==> config.mk <==
export PLATFORM = sky130hd
export DESIGN_NAME = exc_ctrl
export DESIGN_NICKNAME = d
export VERILOG_FILES = /design/src/rtl/exc_ctrl.sv
export SDC_FILE = /design/constraint.sdc
export NUM_CORES = 1
export LEC_CHECK = 0
export BUFFER_PORTS_ARGS = -buffer_cell sky130_fd_sc_hd__buf_2
export CAP_MARGIN = 20
export CORE_MARGIN = 8
export CORE_UTILIZATION = 39
export DETAILED_ROUTE_END_ITERATION = 8
export HOLD_SLACK_MARGIN = 0.15
export PLACE_DENSITY = 0.86
export SLEW_MARGIN = 20
export SYNTH_ARGS = -nofsm -noshare
export SYNTH_HDL_FRONTEND = slang
export SYNTH_SLANG_ARGS = --single-unit
==> constraint.sdc <==
create_clock -name clk -period 1.7 [get_ports clk]
set_clock_uncertainty 0.2 [all_clocks]
set_input_delay 0.085 -clock clk [delete_from_list [all_inputs] [get_ports clk]]
set_output_delay 0.085 -clock clk [all_outputs]
set_load 0.005 [all_outputs]
==> src/rtl/exc_ctrl.sv <==
// rtl/exc_ctrl.sv - LEGv8 exception/interrupt controller: PC redirect, ELR/ESR/ERR, IRQ ack handshake
module exc_ctrl #(
    parameter logic [63:0] EXC_VECTOR = 64'hD8,
    parameter int unsigned CNT_W      = 8
) (
    input  logic             clk,
    input  logic             reset,
    input  logic [63:0]      pc_i,
    input  logic             not_an_instr_i,
    input  logic             eret_i,
    input  logic             ext_irq_i,
    output logic             ext_iack_o,
    output logic             exc_o,
    output logic             ret_o,
    output logic [63:0]      evaddr_o,
    output logic [63:0]      elr_o,
    output logic [3:0]       esr_o,
    output logic             err_o,
    output logic             in_handler_o,
    output logic [CNT_W-1:0] exc_count_o
);

    localparam logic [1:0] ST_RUN         = 2'd0;
    localparam logic [1:0] ST_HANDLER_ACK = 2'd1;
    localparam logic [1:0] ST_HANDLER     = 2'd2;

    localparam logic [3:0] CAUSE_SYNC = 4'b0001;
    localparam logic [3:0] CAUSE_IRQ  = 4'b0010;

    logic [1:0]       r_state;
    logic [63:0]      r_elr;
    logic [3:0]       r_esr;
    logic             r_err;
    logic             r_iack;
    logic [CNT_W-1:0] r_cnt;

    logic             w_in_run;
    logic             w_in_hnd;
    logic             w_sync;
    logic             w_trig;
    logic [3:0]       w_cause;

    assign w_in_run = (r_state == ST_RUN);
    assign w_in_hnd = (r_state == ST_HANDLER_ACK) || (r_state == ST_HANDLER);

    // ERET seen outside a handler is an illegal instruction, same cause as undecodable opcode.
    assign w_sync  = not_an_instr_i | eret_i;
    assign w_trig  = w_sync | ext_irq_i;
    assign w_cause = w_sync ? CAUSE_SYNC : CAUSE_IRQ;

    assign exc_o        = w_in_run & w_trig;
    assign ret_o        = w_in_hnd & eret_i;
    assign evaddr_o     = EXC_VECTOR;
    assign elr_o        = r_elr;
    assign esr_o        = r_esr;
    assign err_o        = r_err;
    assign ext_iack_o   = r_iack;
    assign in_handler_o = w_in_hnd;
    assign exc_count_o  = r_cnt;

    always_ff @(posedge clk) begin
        if (reset) begin
            r_state <= ST_RUN;
            r_elr   <= '0;
            r_esr   <= '0;
            r_err   <= 1'b0;
            r_iack  <= 1'b0;
            r_cnt   <= '0;
        end else begin
            case (r_state)
                ST_RUN: begin
                    if (w_trig) begin
                        r_elr <= pc_i;
                        r_esr <= w_cause;
                        if (r_cnt != {CNT_W{1'b1}}) begin
                            r_cnt <= r_cnt + CNT_W'(1);
                        end
                        if (w_sync) begin
                            r_state <= ST_HANDLER;
                        end else begin
                            r_state <= ST_HANDLER_ACK;
                            r_iack  <= 1'b1;
                        end
                    end
                end
                ST_HANDLER_ACK: begin
                    if (eret_i) begin
                        r_state <= ST_RUN;
                        r_iack  <= 1'b0;
                    end else begin
                        if (not_an_instr_i) begin
                            r_err <= 1'b1;
                        end
                        if (!ext_irq_i) begin
                            r_state <= ST_HANDLER;
                            r_iack  <= 1'b0;
                        end
                    end
                end
                ST_HANDLER: begin
                    if (eret_i) begin
                        r_state <= ST_RUN;
                        r_iack  <= 1'b0;
                    end else if (not_an_instr_i) begin
                        r_err <= 1'b1;
                    end
                end
                default: begin
                    r_state <= ST_RUN;
                    r_iack  <= 1'b0;
                end
            endcase
        end
    end

endmodule

==> results of run 1 <==
## state kept, by name, summed over array words and instances (netlist names)
register and cells:
exc_count_o 8, elr_o 64, r_state 2, ext_iack_o 1, esr_o 2, err_o 1
## cell type report
type | count | area share
timing repair buffer | 248 | 0.3309
multi-input combinational | 327 | 0.3035
sequential | 78 | 0.2989
tap | 108 | 0.02579
clock buffer | 11 | 0.02507
clock inverter | 5 | 0.01146
inverter | 4 | 0.003820
antenna | 1 | 0.0004776
## power by group through the flow
stage | combinational, W | clock [W] | sequential (W)
global route | 0.00164 | 0.00150 | 0.00218
finish | 0.00149 | 0.00136 | 0.00215
global placement | 0.00113 | 0 | 0.00217
detailed placement | 0.00117 | 0 | 0.00218
floorplan | 0.000734 | 0 | 0.00220
CTS | 0.00133 | 0.00140 | 0.00214
## per-layer routing
metal  vias up  GRT usage
li1       1764          -
met1      1694     0.1837
met2       171     0.3164
met3        19    0.05952
met4         0    0.07027
met5         -          0
## cells in the mapped netlist (3+ instances only)
cell        n
inv_1       3
and3_1      5
buf_2       7
clkbuf_1   12
dfxtp_1    78
a211oi_1    4
ha_1        5
a31oi_1     4
buf_4      70
a21oi_1    70
and2_1      4
nor3_1      4
nor2_1      3
nand2_1   132
nand2b_1    4
## per-stage QoR
step,hold WS [ns],std cells
3_3_place_gp,0.1249,684
6_report,0.005207,782
2_1_floorplan,0.02097,501
4_1_cts,-0.06842,769
5_1_grt,0.02821,782
3_5_place_dp,0.1338,684
## worst max path at each step
stage | cells past startpoint | start | to
3_3_place_gp | 5 | r_state[1] | r_state[1]
6_report | 6 | eret_i | ext_iack_o
2_1_floorplan | 6 | r_state[0] | r_state[0]
5_1_grt | 5 | r_state[1] | r_state[1]
3_5_place_dp | 5 | r_state[1] | r_state[1]
4_1_cts | 5 | r_state[1] | r_state[1]
## what timing repair did
| item | in CTS | in global routing |
|---|---|---|
| hold buffers | 65 | 3 |
| setup buffers | 4 | 8 |
| resized for setup | 11 | 11 |
| setup endpoints to repair | 41 | 57 |
| gates cloned | 0 | 1 |
| endpoints found under the hold margin | 74 | 27 |
| pin swaps | 2 | 2 |
## kinds of logic after synthesis
group                      Yosys count
and+or+nand+nor                    163
buffers and inverters               96
AOI/OAI and AO/OA                   91
DFF                                 78
adders and majority gates            5
muxes                                2
other                                2
==> results.md, run 1 <==
* Reg2reg start: r_state[1]
* Final Setup Violations at 3
* Worst reg-to-reg setup slack at -0.02 ns
* Crit path launch type: input pin
* Top_reg_cell synth: dfxtp_1
* DRC Markers at 0
* Worst path slowest cell: dlygate4sd3_1
* CTS sink count at 78
* Number of synthesis warnings at 0
* Post-synth EDFFs at 0
* Pint at 0.003449 W
* Logic pwr share at 0.298
* Critical path endpoint category: flop
* Async set-reset flop share out of synthesis at 0
* Status: finished with violations
* Post-Route M1 WL at 4433 um
* Relative slew slack at 0.6581
* Die extent in x at ~110 um
* RD Place Congestion at 0.8938
* Register area share after synthesis at 0.4467
* Top Metal Used: met4
* Starting DRC count in detailed routing at about 260
* Synth Register Bits at 78
* CTS Buffer Depth at 2
* Slew @ Worst Pin at 0.5129 ns
* Synth unique cells at 39
* Placed Instance Area at between 4000 and 5000 um2
* Lkg Pwr at 2.577 nW
* Routed Antenna Nets at 0
* Via count at 3648
* Main combinational cell family by area after synthesis: simple AND/OR/NAND/NOR gates
* Final wirelength at 11670 um
* Gr usage total at 0.1762
* Worst R2R Path Depth at 5
* Avg WL per Cell at 14.92 um
* Vias in the first global route at 3665
* First-pass GRT wire length at approximately 18000 um
* Net Sw Frac at 0.3102
* Complex-gate fraction of the synthesized area at 0.1482
* Most common cell after layout, fill and taps aside: buf_2
* Met3 WL at 884 um
* Most frequent cells in the layout: 146 x buf_2, 132 x nand2_1, 76 x dfxtp_1, 69 x a21oi_1, 67 x dlygate4sd3_1
* Most frequent CP cell: or3_1
* HP Class: input pin to flop
* IO Pins at 214
* Std-Cell Rows at 34
* Root Driver: clkbuf_8
* NetSw at 0.001551 W
* IO buf count at 147
* CTS clk-pin slew, worst paths at approximately 0.080 ns
* Period utilisation layout at 1.013
* Layout area overhead at 49.89%
* Post-route setup slack at -0.02217 ns
* WL met2 at 6111 um
* Failing checks: setup timing
* CP Cell Sequence: buf_2 -> buf_4 -> dlygate4sd3_1 -> or3_1 -> or3_1 -> o22ai_1
* Hold path depth at 2
* Finished Cell Area at 5240 um2
* Xor/xnor share of the synthesized area at 0
* Starting Density at 0.4009
* Final Hold Vio Count at 0
* Yosys top cell area share at 0.4467
* Worst-Skew Late Latency at ~0.34 ns
* RSZ-0062 raised after global routing: yes
* WP data arrival at 1.79 ns
* Required time of the critical path at 1.77 ns
* Clock tree from TritonCTS: built
* Seq pwr share at 0.430
* FF-to-FF End: r_state[1]
* Synth Cell Area at 3496 um2
* Largest area contributor in the netlist: dfxtp_1
* Hold path endpoint: err_o
* Crit path max fanout at 5
* Synth Area in Adders at 0.01790
* Mux contribution to synthesized area at 0.006084
* Final core utilization at 0.6009
* Final number of max-transition violations at 0
* Final min period at roughly 1.7 ns
* Mapped Avg Cell Area at 8.000 um2
* Max_cap viols at 0
* Sequential cell area at 1567 um2
* PwrDens at ~950 nW/um2
* Crit Path Class: input pin to flop
* Fill cells at 723
* Routed vias/inst at between 4 and 5
* Largest net degree at the start of global routing at 42
* CP Buf/Inv Count at 3
* H-tree depth at 3
* Max frequency at 0.5807 GHz
* Net count reported at finish at 742
* Worst path max stage delay at around 0.6 ns
* Pre-antenna DRT Iters at 4
* Hold Startpoint: reset
* Dpl ws at -0.08150 ns
* Initial antenna violation count at 1
* CTS buffer count at 9
* Layout cells sized above 1 at 0.3076
* Core outline area at 8721 um2
* Cells after synthesis at 437
* Worst VDD drop at 0.5312 mV
* Top cells by area, synth: dfxtp_1 45%, buf_4 15%, nand2_1 14%
* Crit-path leading delay family: buffers and inverters
* Clock power share at 0.272
* Post-route setup TNS at -0.05474 ns
* Detail Placement HPWL at 7471 um
* Total power at approximately 0.0050 W
* Die height at between 100 and 150 um
* Multi-input gate area at roughly 1600 um2
* Remaining Overflow, GRT at 0
* Post-Synth Simple-Gate Area at 0.1979
* Die area at 12250 um2
Power figures use the tool's default switching activity.
==> run 2, diff against run 1 <==
--- a/config.mk
+++ b/config.mk
@@ -9,6 +9,4 @@
 export CAP_MARGIN = 20
-export CORE_MARGIN = 8
 export CORE_UTILIZATION = 39
 export DETAILED_ROUTE_END_ITERATION = 8
-export HOLD_SLACK_MARGIN = 0.15
 export PLACE_DENSITY = 0.86
==> constraint.sdc (replaced) <==
create_clock -name clk -period 1.7 [get_ports clk]
set_clock_uncertainty 0.2 [all_clocks]
set_input_delay 0.34 -clock clk [delete_from_list [all_inputs] [get_ports clk]]
set_output_delay 0.34 -clock clk [all_outputs]
set_load 0.005 [all_outputs]
==> run 2 against run 1 <==
Net effect:
- the flow still finishes with violations (setup timing)
- sequential share of layout area is 4.0 points higher
- register-to-register slack worse by 0.08 ns
- worst hold slack better by 0.016 ns
- final cell count is 9.0% lower
- critical path type is now flop to output pin
- highest routed layer unchanged
==> results.md, run 2 (synthesized netlist as in run 1, its figures left out) <==
* Post-route setup TNS at -0.4200 ns
* Placed Instance Area at 4188 um2
* Final number of max-transition violations at 0
* Detail Placement HPWL at 6003 um
* Total power at approximately 0.0051 W
* Post-Route M1 WL at ~3500 um
* First-pass GRT wire length at ~13000 um
* Status: finished with violations
* Final wirelength at approximately 8600 um
* Remaining Overflow, GRT at 0
* Std-Cell Rows at 34
* Routed Antenna Nets at 0
* Final Hold Vio Count at 0
* Die extent in x at 96.68 um
* Layout cells sized above 1 at 0.3328
* Starting Density at 0.4028
* Final Setup Violations at 5
* Crit path launch type: flop
* Die area at 9346 um2
* Dpl ws at -0.1108 ns
* Net count reported at finish at 673
* Worst-Skew Late Latency at 0.35 ns
* Via count at 3282
* Met3 WL at 657 um
* Core outline area at 8678 um2
* Starting DRC count in detailed routing at 81
* Lkg Pwr at 2.333 nW
* CP Buf/Inv Count at 2
* Most frequent cells in the layout: 145 x buf_2, 132 x nand2_1, 76 x dfxtp_1, 70 x a21oi_1, 66 x conb_1
* Die height at 96.68 um
* Max_cap viols at 0
* Post-route setup slack at -0.1043 ns
* Routed vias/inst at 4.610
* Required time of the critical path at 1.16 ns
* IO buf count at 147
* Top Metal Used: met4
* IO Pins at ~210
* CTS clk-pin slew, worst paths at 0.09 ns
* Worst path slowest cell: dfxtp_2
* Most common cell after layout, fill and taps aside: buf_2
* RSZ-0062 raised after global routing: yes
* Critical path endpoint category: output pin
* Finished Cell Area at 4616 um2
* N_diodes at 0
* CTS sink count at between 70 and 80
* Largest net degree at the start of global routing at 45
* CP Cell Sequence: inv_2 -> ha_4 -> and2_4 -> buf_6
* Avg WL per Cell at 12.01 um
* Crit path max fanout at 3
* CTS buffer count at 9
* Max frequency at 0.5542 GHz
* Vias in the first global route at approximately 2900
* Failing checks: setup timing
* Worst VDD drop at ~0.56 mV
* Root Driver: clkbuf_8
* Period utilisation layout at 1.061
* Layout area overhead at 32.03%
* H-tree depth at 3
* Final min period at 1.804 ns
* PwrDens at 1094 nW/um2
* HP Class: input pin to flop
* DRC Markers at 0
* Clock tree from TritonCTS: built
* Post-placement cell count at 683
* Gr usage total at 0.1758
* Number of flip-flops in the largest register at 64
* RD Place Congestion at just under 0.8
* Crit-path leading delay family: flip-flops
* Initial antenna violation count at 0
* Pre-antenna DRT Iters at 5
* WP data arrival at 1.26 ns
* Crit Path Class: flop to output pin
* Worst path max stage delay at about 0.35 ns
* CTS Buffer Depth at 2
* Fin cells at 712
* WL met2 at about 4300 um
[run 2: changes by cell type in the layout (fill, tap and decap cells not counted), sizes merged]
| cell | delta |
|---|---|
| clkbuf | -1 |
| clkinvlp | -4 |
| dlymetal6s4s | -1 |
| inv | +3 |
| bufinv | +1 |
| buf | -8 |
| diode | -1 |
| dlygate4sd3 | -61 |
| clkinv | +2 |
[run 2: per-layer routing]
| layer | GRT usage | up-vias |
|---|---|---|
| li1 | - | 1620 |
| met1 | 0.2111 | 1504 |
| met2 | 0.3023 | 147 |
| met3 | 0.04552 | 11 |
| met4 | 0.06200 | 0 |
| met5 | 0 | - |
[run 2: through the flow]
step / hold WS, ns / util
2_1_floorplan: 0.2527 / -
6_report: 0.02112 / 0.5319
3_5_place_dp: 0.2448 / 0.4826
5_1_grt: 0.003282 / 0.5319
3_3_place_gp: 0.2383 / 0.4826
4_1_cts: 0.0002115 / 0.5203
[run 2: timing repair]
| action | CTS | global route |
|---|---|---|
| setup endpoints to repair | 72 | 36 |
| hold buffers | 4 | 2 |
| hold endpoints to repair | 4 | 2 |
| resized for setup | 12 | 4 |
| cloned | 0 | 2 |
| pin swaps | 4 | 2 |
| setup buffers | 3 | 2 |
[run 2: final timing paths]
path	from	end	slack, ns	depth (start not counted)
worst max-delay path	r_state[0]	ret_o	-0.10	4
worst min-delay path	pc_i[38]	elr_o[38]	0.02	3
worst min register to register	elr_o[34]	elr_o[34]	0.25	2
worst max register to register	r_state[0]	r_state[1]	-0.10	5
[run 2: layout make-up]
cell class              instances  area [um2]
clock buffers                   9       123.9
clock inverters                 7       103.9
fillers                       820        4063
inverters                       4       20.02
multi-input cells             327        1565
flip-flops and latches         78        1564
well taps                     108       135.1
repair buffers                179        1104
[run 2: worst min-delay path, delay by kind of cell]
kind / cells / cell delay [ns]
AND/OR/NAND/NOR: 1 / 0.04
buffers and inverters: 1 / 0.10
AO/OA/AOI/OAI: 1 / 0.05
[run 2: where the power goes]
part	switching [W]	leakage, nW	total, W	internal [W]
Combinational	0.000699	1.57	0.00133	0.000635
Clock	0.000723	0.115	0.00157	0.000847
Sequential	0.000108	0.644	0.00215	0.00204
Total	0.00153	2.33	0.00505	0.00352
==> run 3, diff against run 2 <==
Settings changed: CORE_UTILIZATION 39 to 43, PLACE_DENSITY 0.86 to 0.89.
Clock period 1.7 ns to 1.95 ns, I/O delays scaled along.
==> run 3 against run 2 <==
Net effect:
- the run now ends clean
- die area is 9.1% lower
- global-route usage shrank 0.082 points
- first-iteration DRC count up 27%
- highest routed layer unchanged
==> results.md, run 3 (synthesized netlist as in run 1, its figures left out) <==
* Final number of max-transition violations at 0
* Lkg Pwr at around 2.2 nW
* Starting DRC count in detailed routing at a little over 100
* DRC Markers at 0
* First-pass GRT wire length at 11990 um
* Most common cell after layout, fill and taps aside: buf_2
* Logic pwr share at 0.235
* WP data arrival at 1.26 ns
* Total power at 0.004060 W
* CTS buffer count at 9
* Final min period at 1.849 ns
* Dpl ws at 0.1047 ns
* Gr usage total at 0.1750
* Worst-Skew Late Latency at ~0.33 ns
* Clock tree from TritonCTS: built
* Std-Cell Rows at 32
* Worst reg-to-reg setup slack at 0.15 ns
* Status: finished clean
* Number of flip-flops in the largest register at 64
* Net Sw Frac at 0.2997
* Sequential cell area at 1563 um2
* Seq pwr share at 0.460
* Die area at 8494 um2
* CP Cell Sequence: inv_2 -> ha_4 -> and2_1 -> buf_2
* Clock power share at 0.305
* Critical path endpoint category: output pin
* Root Driver: clkbuf_8
* Hold path depth at 3
* IO Pins at 214
* Initial antenna violation count at 0
* FF-to-FF End: exc_count_o[0]
* Reg2reg start: exc_count_o[0]
* Routed vias/inst at 4.601
* Multi-input gate area at 1556 um2
* H-tree depth at 3
* N_diodes at 0
* Hold path endpoint: elr_o[44]
* Max_cap viols at 0
* CTS clk-pin slew, worst paths at 0.08 ns
* Final Setup Violations at 0
* Most frequent cells in the layout: 147 x buf_2, 132 x nand2_1, 77 x dfxtp_1, 70 x a21oi_1, 66 x conb_1
* Worst R2R Path Depth at 4
* Period utilisation layout at 0.9483
* Vias in the first global route at 2703
* Die height at 92.17 um
* RSZ-0062 raised after global routing: no
* Final wirelength at 7701 um
* Worst VDD drop at ~0.55 mV
* Worst path slowest cell: dfxtp_2
* Layout area overhead at 22.83%
* Crit path launch type: flop
* Hold Startpoint: pc_i[44]
* Via count at 3147
* Largest net degree at the start of global routing at 51
* Layout cells sized above 1 at 0.3127
* Pint at 0.002843 W
* Crit Path Class: flop to output pin
* Max frequency at roughly 0.54 GHz
* CTS Buffer Depth at 2
* Net count reported at finish at 651
* Detail Placement HPWL at 5722 um
* PwrDens at 945.6 nW/um2
* Worst path max stage delay at around 0.36 ns
* Fill cells at between 700 and 800
* Required time of the critical path at 1.36 ns
* Die extent in x at around 92 um
* Remaining Overflow, GRT at 0
* Post-route setup TNS at 0 ns
* Critical Path Start: r_state[0]
* HP Class: input pin to flop
* IO buf count at 147
* Avg WL per Cell at roughly 11 um
* CTS sink count at 78
* Core outline area at approximately 8000 um2
* Starting Density at 0.4478
* Final Hold Vio Count at 0
* RD Place Congestion at 0.7996
* Routed Antenna Nets at 0
* NetSw at 0.001217 W
* Pre-antenna DRT Iters at 4
* Crit path max fanout at 3
* Post-route setup slack at 0.1008 ns
-- run 3: timing repair --
| action | in CTS | in global routing |
|---|---|---|
| resized for setup | 2 | 4 |
| setup buffers | 1 | 0 |
| hold buffers | 0 | 0 |
| pin swaps | 0 | 1 |
| endpoints found under the setup margin | 2 | 3 |
-- run 3: worst max-delay path by stage --
stage                          end  slack, ns
CTS                          ret_o       0.01
detailed placement  exc_count_o[6]       0.10
global route                 exc_o       0.04
finish                       ret_o       0.10
floorplan                    exc_o       0.21
global placement    exc_count_o[6]       0.14
-- run 3: metrics by stage --
step                      utilization  cell area (um2)  std cells  hold slack (ns)
after global routing           0.5500             4294        684          0.06585
after floorplan                     -             3736        501           0.2527
after global placement         0.5202             4061        667           0.2377
after CTS                      0.5495             4290        684          0.05773
after detailed placement       0.5202             4061        667           0.2448
final                          0.5500             4294        684          0.08261
-- run 3: power groups by stage --
stage | combinational (W) | clock (W) | sequential [W]
floorplan | 0.000635 | 0 | 0.00192
global placement | 0.000910 | 0 | 0.00190
detailed placement | 0.000942 | 0 | 0.00191
CTS | 0.000962 | 0.00130 | 0.00187
global route | 0.00108 | 0.00135 | 0.00189
finish | 0.000954 | 0.00124 | 0.00187
-- run 3: area by class of cell --
class                   instances  area share
multi-input cells             327      0.3625
clock inverters                 5     0.01340
inverters                       4    0.003497
well taps                     102     0.02972
repair buffers                157      0.1917
flip-flops and latches         78      0.3639
clock buffers                  11     0.03526
-- run 3: worst max-delay path: cells and delay by family, from the launching register on --
kind                       cells  cell delay, ns
adders and majority gates      1            0.24
buffers and inverters          2            0.18
DFF                            1            0.36
and+or+nand+nor                1            0.14
-- run 3: per-layer routing --
layer | routed length, um | global-route usage
met4 | 74 | 0.07292
met3 | 433 | 0.03400
met5 | 0 | 0
met1 | 3245 | 0.2042
met2 | 3947 | 0.3109
